<file path="src/rtl/string_match_sequencer.sv">
// Sequencer for serial string matching: consumes (a,b) pairs over valid/ready, counts the
// current run of equal pairs and uses an external comparator to detect a run of target length.
module string_match_sequencer #(
    parameter int CW       = 4,
    parameter int MAX_BITS = 15
) (
    input  logic          clk,
    input  logic          reset,
    input  logic          start,
    input  logic [CW-1:0] target,
    input  logic          bit_valid,
    input  logic          a,
    input  logic          b,
    output logic          bit_ready,
    output logic [CW-1:0] datapath_in1,
    output logic [CW-1:0] datapath_in2,
    input  logic          datapath_out,
    output logic          busy,
    output logic          done,
    output logic          y_val,
    output logic [CW-1:0] match_count
);

    typedef enum logic [1:0] {
        IDLE  = 2'd0,
        RUN   = 2'd1,
        CHECK = 2'd2,
        DONE  = 2'd3
    } state_t;

    localparam logic [CW-1:0] CNT_MAX   = '1;
    localparam logic [CW-1:0] BITS_LAST = CW'(MAX_BITS);

    state_t        state;
    state_t        state_next;
    logic [CW-1:0] run_cnt;
    logic [CW-1:0] bits_seen;
    logic [CW-1:0] target_q;
    logic          pair_eq;

    assign pair_eq      = ~(a ^ b);
    assign datapath_in1 = run_cnt;
    assign datapath_in2 = target_q;
    assign match_count  = run_cnt;

    // NOTE: sequential state uses non-blocking assignments so every register samples pre-edge values.
    always_ff @(posedge clk or posedge reset) begin
        if (reset) begin
            state <= IDLE;
        end else begin
            state <= state_next;
        end
    end

    // NOTE: every output gets a default before the case so no path can infer a latch.
    always_comb begin
        state_next = state;
        bit_ready  = 1'b0;
        busy       = 1'b0;
        done       = 1'b0;
        case (state)
            IDLE: begin
                if (start) begin
                    state_next = (target == '0) ? DONE : RUN;
                end
            end
            RUN: begin
                bit_ready = 1'b1;
                busy      = 1'b1;
                if (bit_valid) begin
                    state_next = CHECK;
                end
            end
            CHECK: begin
                busy = 1'b1;
                if (datapath_out || (bits_seen == BITS_LAST)) begin
                    state_next = DONE;
                end else begin
                    state_next = RUN;
                end
            end
            DONE: begin
                done       = 1'b1;
                state_next = IDLE;
            end
            default: state_next = IDLE;
        endcase
    end

    // An empty target matches trivially, so y_val is already 1 while DONE is visible.
    always_ff @(posedge clk or posedge reset) begin
        if (reset) begin
            run_cnt   <= '0;
            bits_seen <= '0;
            target_q  <= '0;
            y_val     <= 1'b0;
        end else begin
            case (state)
                IDLE: begin
                    if (start) begin
                        target_q  <= target;
                        run_cnt   <= '0;
                        bits_seen <= '0;
                        y_val     <= (target == '0);
                    end
                end
                RUN: begin
                    if (bit_valid) begin
                        if (!pair_eq) begin
                            run_cnt <= '0;
                        end else if (run_cnt != CNT_MAX) begin
                            run_cnt <= run_cnt + 1'b1;
                        end
                        bits_seen <= bits_seen + 1'b1;
                    end
                end
                CHECK: begin
                    // A hit wins over running out of pairs on the same check.
                    if (datapath_out) begin
                        y_val <= 1'b1;
                    end else if (bits_seen == BITS_LAST) begin
                        y_val <= 1'b0;
                    end
                end
                default: ;
            endcase
        end
    end

endmodule

</file>
<file path="config.mk">
export PLATFORM = sky130hd
export DESIGN_NAME = string_match_sequencer
export DESIGN_NICKNAME = d
export VERILOG_FILES = /design/src/rtl/string_match_sequencer.sv
export SDC_FILE = /design/constraint.sdc
export NUM_CORES = 1
export LEC_CHECK = 0
export CORE_AREA = 2 2 48 50
export CTS_CLUSTER_SIZE = 14
export DETAILED_ROUTE_END_ITERATION = 8
export DIE_AREA = 0 0 50 52
export PLACE_DENSITY = 0.74
export SLEW_MARGIN = 20
export SYNTH_ARGS = -nofsm -noshare
export SYNTH_HDL_FRONTEND = slang
export SYNTH_SLANG_ARGS = --single-unit
</file>
<file path="constraint.sdc">
create_clock -name clk -period 1.95 [get_ports clk]
set_clock_uncertainty 0.1 [all_clocks]
set_input_delay 0.2925 -clock clk [delete_from_list [all_inputs] [get_ports clk]]
set_output_delay 0.2925 -clock clk [all_outputs]
set_load 0.005 [all_outputs]
</file>
==> impl_metrics.csv <==
group,metric,value,unit
routing,wl_per_cell,13.4,µm
power,power_per_cell_area,1360,mW/mm²
sta,report.final.slew_viol_count,0,
place,detailed_place_hpwl,1.44,mm
final_layout,antenna_cells,0,
power,comb_power_share,0.593,
final_layout,layout.cells.most_common,"sky130_fd_sc_hd__clkdlybuf4s50_1",
sta,setup_violators_final,0,
floorplanning,horiz_die_dim,50,µm
logic_synthesis,ys_ff_latch,15,
power,sequentialPowerShare,0.302,
power,ir_worst_vdd,0.715,mV
sta,fmax,0.535,GHz
floorplanning,dieArea,0.00260,mm²
power,total_switching_power,0.618,mW
critical_path,path_max_fanout,6,
logic_synthesis,ys_types,31,
critical_path,endpoint_kind,"flip-flop",
floorplanning,initial_utilization,0.420,
routing,detail_route.wirelength,1.89,mm
routing,drc_errors,0,
sta,grt_setup_unrepaired,"no",
clocking,tritoncts_num_sinks,15,
place,dpl-instance-area,0.00115,mm²
final_layout,final_nets,132,
routing,drt_pass1_iterations,4,
clocking,clock_tree.root_cell,"sky130_fd_sc_hd__clkbuf_4",
routing,antenna_violating_nets_post_route,0,
clocking,cts_tree,"built",
final_layout,design_area,0.00122,mm²
power,internal_power,1.05,mW
sta,period_needed,1.87,ns
final_layout,synthesis_to_layout_area_growth,38.3,%
power,power.leakage,0.532,nW
critical_path,timing.setup.critical_path_class,"reg2reg",
critical_path,critPathRequiredTime,2.08,ns
logic_synthesis,synth-seq-area-share,0.424,
logic_synthesis,synthArstFlopShare,1.00,
power,clkPwrFrac,0.105,
sta,hold_viol,0,
sta,layout_worst_path_cycle_share,0.958,
grt,grt_pass1_vias,714,
logic_synthesis,post_synth_edffs,0,
logic_synthesis,netlist_area,885,µm²
run_status,run_status,"finished clean",
grt,number_of_antenna_violations_at_the_first_check_in_global_routing,0,
critical_path,worstSetupStartpointType,"flip-flop",
clocking,insertion_delay_to_the_later_sink_of_the_worst_skew_pair,0.28,ns
clocking,cts_inserted_buffers,3,
logic_synthesis,synth_flop_cell,"sky130_fd_sc_hd__dfrtp_1",
run,maxCapViolCount,0,
routing,drt_first_iter_violations,10,
power,p_sw_frac,0.370,
routing,detailroute.via_count,746,
routing,post_dr_vias_cell,5.29,
floorplanning,core_region_area,0.00211,mm²
floorplanning,row_count,17,
floorplanning,num_io_pins,27,
logic_synthesis,yosysWarningCount,0,
clocking,cts_buffer_depth,2,
clocking,ctsHtreeMaxLevel,1,
worst_hold_path,worstHoldPathType,"in2async",
sta,slew_at_the_pin_closest_to_its_max_slew_limit,0.590,ns
sta,tns,0,ns
logic_synthesis,synth.net_count,101,
final_layout,mostFrequentLayoutCells,"sky130_fd_sc_hd__clkdlybuf4s50_1 (25), sky130_fd_sc_hd__dfrtp_1 (15), sky130_fd_sc_hd__nand2_1 (7)",
grt,gr-usage-all-layers,0.162,
grt,grt_remaining_overflow,0,
critical_path,crit_arrival,2.00,ns
floorplanning,die_y,52,µm
clocking,cts.clk_slew.worst_paths,0.09,ns
place,finalWeightedCongestion,0.783,
grt,grt_first_pass_wirelength,3.08,mm
final_layout,layout-drive-gt1-share,0.204,
clocking,cts_hold_repair.buffers,0,
logic_synthesis,post_syn_area_per_cell,10.7,µm²
place,placement.io_buffers,26,
logic_synthesis,postSynthCellCount,83,
sta,slew-limit-headroom,0.606,
grt,grt_start_max_net_pins,16,
-- per-stage QoR --
stage                     hold WS [ns]  power [mW]  std cells  utilization  setup slack [ns]
after floorplan                 0.0940        1.06         83            -             0.163
after global placement           0.370        1.37        133        0.544            0.0790
after detailed placement         0.371        1.40        133        0.544           0.00478
after CTS                        0.288        1.63        139        0.570            0.0300
after global routing             0.298        1.80        141        0.581           0.00506
final                            0.263        1.67        141        0.581            0.0817
-- power groups by stage --
stage	Combinational, mW	Clock (mW)	Sequential [mW]
after floorplan	0.559	0	0.503
after global placement	0.856	0	0.509
after detailed placement	0.886	0	0.511
after CTS	0.951	0.180	0.501
after global routing	1.08	0.198	0.516
final	0.989	0.176	0.503
-- cell families after synthesis --
| kind of cell | share of synthesized area |
|---|---|
| XOR/XNOR | 0.0198 |
| flip-flops | 0.424 |
| AND/OR/NAND/NOR | 0.173 |
| buffers and inverters | 0.0594 |
| multiplexers | 0.0679 |
| AO/OA/AOI/OAI | 0.157 |
| adder cells (fa/ha/maj) | 0.0990 |
-- Yosys cell counts, drive strengths merged (2+ instances only) --
cell / number / share of area
inv: 3 / 0.013
mux2: 5 / 0.068
xnor2: 2 / 0.020
nor2b: 2 / 0.025
a31o: 2 / 0.020
o21ai: 6 / 0.034
nor2: 6 / 0.025
nand2: 7 / 0.030
nand3: 3 / 0.017
a21oi: 5 / 0.028
ha: 7 / 0.099
dfrtp: 15 / 0.42
buf: 5 / 0.047
-- registers in the layout, summed over array words and instances, names as in the netlist --
signal / count
bits_seen: 4
datapath_in1: 4
datapath_in2: 4
state: 2
y_val: 1
-- routing by layer --
| layer | global-route usage | vias to the layer above | wire, µm |
|---|---|---|---|
| li1 | - | 355 | - |
| met1 | 0.168 | 360 | 774 |
| met2 | 0.298 | 26 | 966 |
| met3 | 0.0402 | 5 | 109 |
| met4 | 0.0833 | 0 | 34 |
| met5 | 0 | - | 0 |
-- path summary, 6_finish.rpt --
check                         start               to  slack, ns  cells past startpoint
max                        state[0]  datapath_in1[0]       0.08                      6
min                           reset  datapath_in1[2]       0.26                      2
max reg2reg                state[0]  datapath_in1[0]       0.08                      6
min reg2reg                   y_val            y_val       0.41                      1
max in group asynchronous     reset  datapath_in2[0]       1.10                      2
min in group clk              y_val            y_val       0.41                      1
-- critical path: stages (launching register included) --
cell	delay, ns
sky130_fd_sc_hd__dfrtp_1	0.37
sky130_fd_sc_hd__inv_2	0.06
sky130_fd_sc_hd__ha_1	0.23
sky130_fd_sc_hd__nor2b_2	0.22
sky130_fd_sc_hd__or3_4	0.42
sky130_fd_sc_hd__nor3b_4	0.23
sky130_fd_sc_hd__mux2_4	0.17
-- layout make-up --
class	count	area, µm²
fill	186	882
tap	28	35.0
multi-input combinational	60	475
timing repair buffer	31	300
clock buffer	4	26.3
sequential	15	375
inverter	3	11.3
-- repair_timing --
item                       in CTS  in global routing
setup buffers                   2                  2
setup endpoints to repair       4                  3
pin swaps                       0                  1
gates resized for setup         3                  4
Power figures use the tool's default switching activity.
